### src/rtl/c3lib_tie_pkg.sv
// Shared types and limits for the programmable tie-off bank.
package c3lib_tie_pkg;

    typedef enum logic [1:0] {
        TB_IDLE   = 2'd0,
        TB_SETTLE = 2'd1,
        TB_ACK    = 2'd2
    } tb_state_e;

    localparam int TB_MAX_SETTLE = 255;

endpackage

### src/rtl/c3lib_tie_bank_cfg_chk.sv
// Protocol checker: the requester must keep cfg_req high while an update is settling.
module c3lib_tie_bank_cfg_chk (
    input logic clk,
    input logic rst,
    input logic in_settle,
    input logic cfg_req
);

    a_req_held_in_settle: assert property (
        @(posedge clk) disable iff (rst) in_settle |-> cfg_req
    ) else $error("cfg_req dropped while update was settling");

endmodule

### src/rtl/c3lib_tie_bank_settle_cnt.sv
// Loadable down-counter that times the settle window; zero flag comes straight from the register.
module c3lib_tie_bank_settle_cnt
    import c3lib_tie_pkg::*;
#(
    parameter int SETTLE_CYC = 4
) (
    input  logic clk,
    input  logic rst,
    input  logic load,
    input  logic dec,
    output logic cnt_zero
);

    localparam int CW = (SETTLE_CYC == 0) ? 1 : $clog2(SETTLE_CYC + 1);
    localparam logic [CW-1:0] LOAD_VAL = CW'(SETTLE_CYC);

    logic [CW-1:0] cnt_r;

    // Reload on accept, otherwise count down and stop at zero
    always_ff @(posedge clk or posedge rst) begin
        if (rst) begin
            cnt_r <= {CW{1'b0}};
        end else if (load) begin
            cnt_r <= LOAD_VAL;
        end else if (dec && (cnt_r != {CW{1'b0}})) begin
            cnt_r <= cnt_r - {{(CW-1){1'b0}}, 1'b1};
        end else begin
            cnt_r <= cnt_r;
        end
    end

    assign cnt_zero = (cnt_r == {CW{1'b0}});

endmodule

### src/rtl/c3lib_tie_bank_cfg.sv
// Run-time programmable tie-off bank: masked updates land on one edge after a settle window,
// with an optional sticky lock that rejects further updates until reset.
module c3lib_tie_bank_cfg
    import c3lib_tie_pkg::*;
#(
    parameter int               WIDTH      = 8,
    parameter logic [WIDTH-1:0] RST_VAL    = '0,
    parameter int               SETTLE_CYC = 4,
    parameter int               LOCK_EN    = 1
) (
    input  logic             clk,
    input  logic             rst,
    input  logic             cfg_req,
    input  logic [WIDTH-1:0] cfg_val,
    input  logic [WIDTH-1:0] cfg_mask,
    input  logic             cfg_lock,
    output logic             cfg_ack,
    output logic             cfg_err,
    output logic             busy,
    output logic             locked,
    output logic [WIDTH-1:0] tie_out
);

    if (WIDTH < 1) begin : g_bad_width
        $error("c3lib_tie_bank_cfg: WIDTH must be at least 1");
    end
    if (SETTLE_CYC > TB_MAX_SETTLE || SETTLE_CYC < 0) begin : g_bad_settle
        $error("c3lib_tie_bank_cfg: SETTLE_CYC out of range 0..255");
    end

    tb_state_e        state_r;
    logic [WIDTH-1:0] shadow_r;
    logic             lock_pend_r;
    logic             cnt_load_s;
    logic             cnt_dec_s;
    logic             cnt_zero_s;
    logic             lock_req_s;

    assign lock_req_s = (LOCK_EN != 0) ? cfg_lock : 1'b0;
    assign cnt_load_s = (state_r == TB_IDLE) && cfg_req && !locked;
    assign cnt_dec_s  = (state_r == TB_SETTLE) && !cnt_zero_s;

    c3lib_tie_bank_settle_cnt #(
        .SETTLE_CYC (SETTLE_CYC)
    ) u_settle_cnt (
        .clk      (clk),
        .rst      (rst),
        .load     (cnt_load_s),
        .dec      (cnt_dec_s),
        .cnt_zero (cnt_zero_s)
    );

    // Handshake FSM with shadow capture at accept and single-edge apply of all tie bits
    always_ff @(posedge clk or posedge rst) begin
        if (rst) begin
            state_r     <= TB_IDLE;
            shadow_r    <= RST_VAL;
            lock_pend_r <= 1'b0;
            tie_out     <= RST_VAL;
            cfg_ack     <= 1'b0;
            cfg_err     <= 1'b0;
            busy        <= 1'b0;
            locked      <= 1'b0;
        end else begin
            case (state_r)
                TB_IDLE: begin
                    if (cfg_req && locked) begin
                        cfg_ack <= 1'b1;
                        cfg_err <= 1'b1;
                        busy    <= 1'b1;
                        state_r <= TB_ACK;
                    end else if (cfg_req) begin
                        shadow_r    <= (tie_out & ~cfg_mask) | (cfg_val & cfg_mask);
                        lock_pend_r <= lock_req_s;
                        busy        <= 1'b1;
                        state_r     <= TB_SETTLE;
                    end else begin
                        state_r <= TB_IDLE;
                    end
                end
                TB_SETTLE: begin
                    if (cnt_zero_s) begin
                        tie_out <= shadow_r;
                        cfg_ack <= 1'b1;
                        cfg_err <= 1'b0;
                        locked  <= locked | lock_pend_r;
                        state_r <= TB_ACK;
                    end else begin
                        state_r <= TB_SETTLE;
                    end
                end
                TB_ACK: begin
                    if (!cfg_req) begin
                        cfg_ack <= 1'b0;
                        cfg_err <= 1'b0;
                        busy    <= 1'b0;
                        state_r <= TB_IDLE;
                    end else begin
                        state_r <= TB_ACK;
                    end
                end
                default: begin
                    state_r <= TB_IDLE;
                end
            endcase
        end
    end

    c3lib_tie_bank_cfg_chk u_chk (
        .clk       (clk),
        .rst       (rst),
        .in_settle (state_r == TB_SETTLE),
        .cfg_req   (cfg_req)
    );

endmodule

### config.mk
export PLATFORM = sky130hd
export DESIGN_NAME = c3lib_tie_bank_cfg
export DESIGN_NICKNAME = d
export VERILOG_FILES = /design/src/rtl/c3lib_tie_pkg.sv /design/src/rtl/c3lib_tie_bank_cfg_chk.sv /design/src/rtl/c3lib_tie_bank_settle_cnt.sv /design/src/rtl/c3lib_tie_bank_cfg.sv
export SDC_FILE = /design/constraint.sdc
export NUM_CORES = 1
export LEC_CHECK = 0
export BUFFER_PORTS_ARGS = -buffer_cell sky130_fd_sc_hd__buf_2
export CORE_ASPECT_RATIO = 1.1
export CORE_MARGIN = 10
export CORE_UTILIZATION = 40
export DETAILED_ROUTE_END_ITERATION = 16
export PLACE_DENSITY = 0.71
export SETUP_SLACK_MARGIN = 0.2
export SYNTH_ARGS = -nofsm -noshare
export SYNTH_HDL_FRONTEND = slang
export SYNTH_SLANG_ARGS = --single-unit
### constraint.sdc
create_clock -name clk -period 1.7 [get_ports clk]
set_input_delay 0.34 -clock clk [delete_from_list [all_inputs] [get_ports clk]]
set_output_delay 0.34 -clock clk [all_outputs]
set_load 0.005 [all_outputs]
==> flow_summary.toml <==
[synth]
synth.distinct_cells = 24
synthTopCellsByArea = "dfrtp_1, mux2_2, mux2i_1"
seq_area_frac_synth_pct = 52.05
synth_area_um2 = 1250
syn_nets = 131
syn_area_per_cell_um2 = 12.02
yosys_warnings = 0
ys_ff_latch = 26
synth_top_area_share_pct = 52.05
yosys.area.top_type = "dfrtp_1"
netlist_instances = 104

[place]
globalplace.congestion = 0.8017
port_buffers = 31
pre_cts_ws_ps = 115.9
dp_hpwl_um = 1990

[global_route]
grt_use_total_pct = 8.953
grt_pass1_wl_um = 4353
grt_remaining_overflow = 0
grt_pass1_vias = 991
grt_max_degree = 27
antenna_found_initial = 0

[floorplanning]
ioPinCount = 32
die_h_um = 78.63
dieArea_um2 = 5764
core-area_um2 = 3022
start_util_pct = 41.37
fp.dieW_um = 73.30
rows = 21

[sta]
fin_skew_ps = 4.108
maxSlewViolCount = 0
worst_hold_slack_ps = 43.30
max_freq_mhz = 658.6
finalWorstSetupSlack_ps = 181.7
finalSetupTns_ps = 0
rsz0062_at_grt = "true"
finalCritPeriodShare_pct = 89.31
slew-limit-headroom_pct = 78.24
hold_viol = 0
setup_violations = 0
worst_slew_pin_slew_ps = 326.4
min_period_ps = 1518

[clock_network]
cts.clk_slew.worst_paths_ps = 140
clock-sinks = 26
ctsHoldBuffers = 0
numCtsBuffers = 3
cts-htree-levels = 1
cts_tree = "yes"
root_buffer = "clkbuf_4"
clock_latency_ps = 320
clk_path_buf_depth = 2

[final_layout]
multi_input_area_um2 = 601.8
fillCellCount = 276
seqCellArea_um2 = 651.9
final_cell_mix = "buf_2, dfrtp_1, nand2_1"
final_nets = 171
antenna_cells = 0
syn_to_final_growth_pct = 25.03
final_common_cell = "buf_2"
drive_above_1_share_pct = 48.25

[run]
maxCapViolations = 0

[run_status]
status = "complete, no violations"

[power_and_ir_drop]
p_per_area_nw_per_um2 = 1555
vdd.ir_drop.worst_mv = 0.7822
leakage_nw = 0.8139

[drt]
post-route-drc-count = 0
routedWlPerCell_um = 14.63
ant_nets = 0
routed_wl_um = 2589
drtIter0Drc = 59
vias = 919
viasPerCell = 5.192
drtPass1Iterations = 4

[setup_path]
startpoint_type = "flop"
required_ps = 1920
regToRegSetupSlack_ps = 180
worstSetupEndpointType = "flop"
r2r_start = "state_r[1]"
cp-startpoint = "state_r[1]"
r2r-end = "cfg_ack"
crit_end = "cfg_ack"
worstSetupPathType = "flop to flop"
r2r_cells = 4
critPathMaxFanout = 4
critPathArrivalTime_ps = 1740

[worst_hold_path]
min_path_type = "primary input to asynchronous set/reset pin"
## power breakdown
part	switching, mW	total (mW)	internal, mW
Sequential	0.172	1.04	0.868
Combinational	0.502	1.08	0.579
Clock	0.177	0.308	0.131
Total	0.851	2.43	1.58
## flip-flops by register name (all words and copies together), names as in the netlist
signal / count
busy: 1
cfg_ack: 1
cfg_err: 1
lock_pend_r: 1
locked: 1
shadow_r: 8
state_r: 2
tie_out: 8
u_settle_cnt.cnt_r: 3
## worst max-delay path, stage by stage (launching register included)
cell and delay, ps:
dfrtp_2 470, ha_1 220, a21o_4 190, a221oi_4 220
mux2_4 320
## synthesized netlist by cell type (all sizes together)
library cell / n
a311oi: 1
a221oi: 1
buf: 1
a31oi: 1
o21ai: 11
a21oi: 5
ha: 7
nand3: 1
nand3b: 1
nand2b: 1
inv: 8
dfrtp: 26
nor2: 1
mux2i: 9
a21o: 3
a31o: 1
clkbuf: 1
mux2: 10
nand2: 13
and3: 1
and2b: 1
## layout make-up
cell class                 instances  share of cell area [%]
clock buffer                       4                   2.322
inverter                           8                   1.922
multi-input combinational         68                   38.51
sequential                        26                   41.71
tap                               34                   2.722
timing repair buffer              37                   12.81
## through the flow
stage / instance area, µm² / power (mW) / util [%] / instances
2_1_floorplan: 1252 / 1.694 / - / 104
3_3_place_gp: 1454 / 1.935 / 48.12 / 170
3_5_place_dp: 1454 / 1.996 / 48.12 / 170
4_1_cts: 1500 / 2.346 / 49.65 / 175
5_1_grt: 1563 / 2.646 / 51.72 / 177
6_report: 1563 / 2.430 / 51.72 / 177
## how the worst min path moves through the flow
stage	start	cells past startpoint	slack [ps]	end
floorplan	rst	1	380	busy
global placement	rst	3	410	tie_out[3]
detailed placement	rst	3	420	shadow_r[3]
CTS	rst	3	50	state_r[0]
global route	rst	3	50	state_r[0]
finish	rst	3	40	shadow_r[5]
## metal layers
| metal | wire length (µm) | up-vias | part of all wire, % | GRT usage [%] |
|---|---|---|---|---|
| li1 | - | 441 | - | - |
| met1 | 1078 | 443 | 42 | 9.911 |
| met2 | 1215 | 28 | 47 | 15.32 |
| met3 | 252 | 7 | 9.7 | 3.774 |
| met4 | 43 | 0 | 1.7 | 2.239 |
| met5 | 0 | - | 0 | 0 |
## timing repair
| item | 4_1_cts | 5_1_grt |
|---|---|---|
| gates resized for setup | 2 | 12 |
| pin swaps | 1 | 4 |
| endpoints found under the setup margin | 16 | 19 |
| setup buffers | 1 | 2 |
## cells by family (layout without fill, tap and decap cells)
| kind of cell | Yosys count | count (layout) | synth area share [%] |
|---|---|---|---|
| flops | 26 | 26 | 52.05 |
| mux | 19 | 19 | 16.52 |
| compound gates | 23 | 23 | 12.41 |
| buf+inv | 10 | 49 | 3.903 |
| simple gates | 19 | 19 | 8.108 |
| fa+ha+maj | 7 | 7 | 7.007 |
Power figures use the tool's default switching activity.
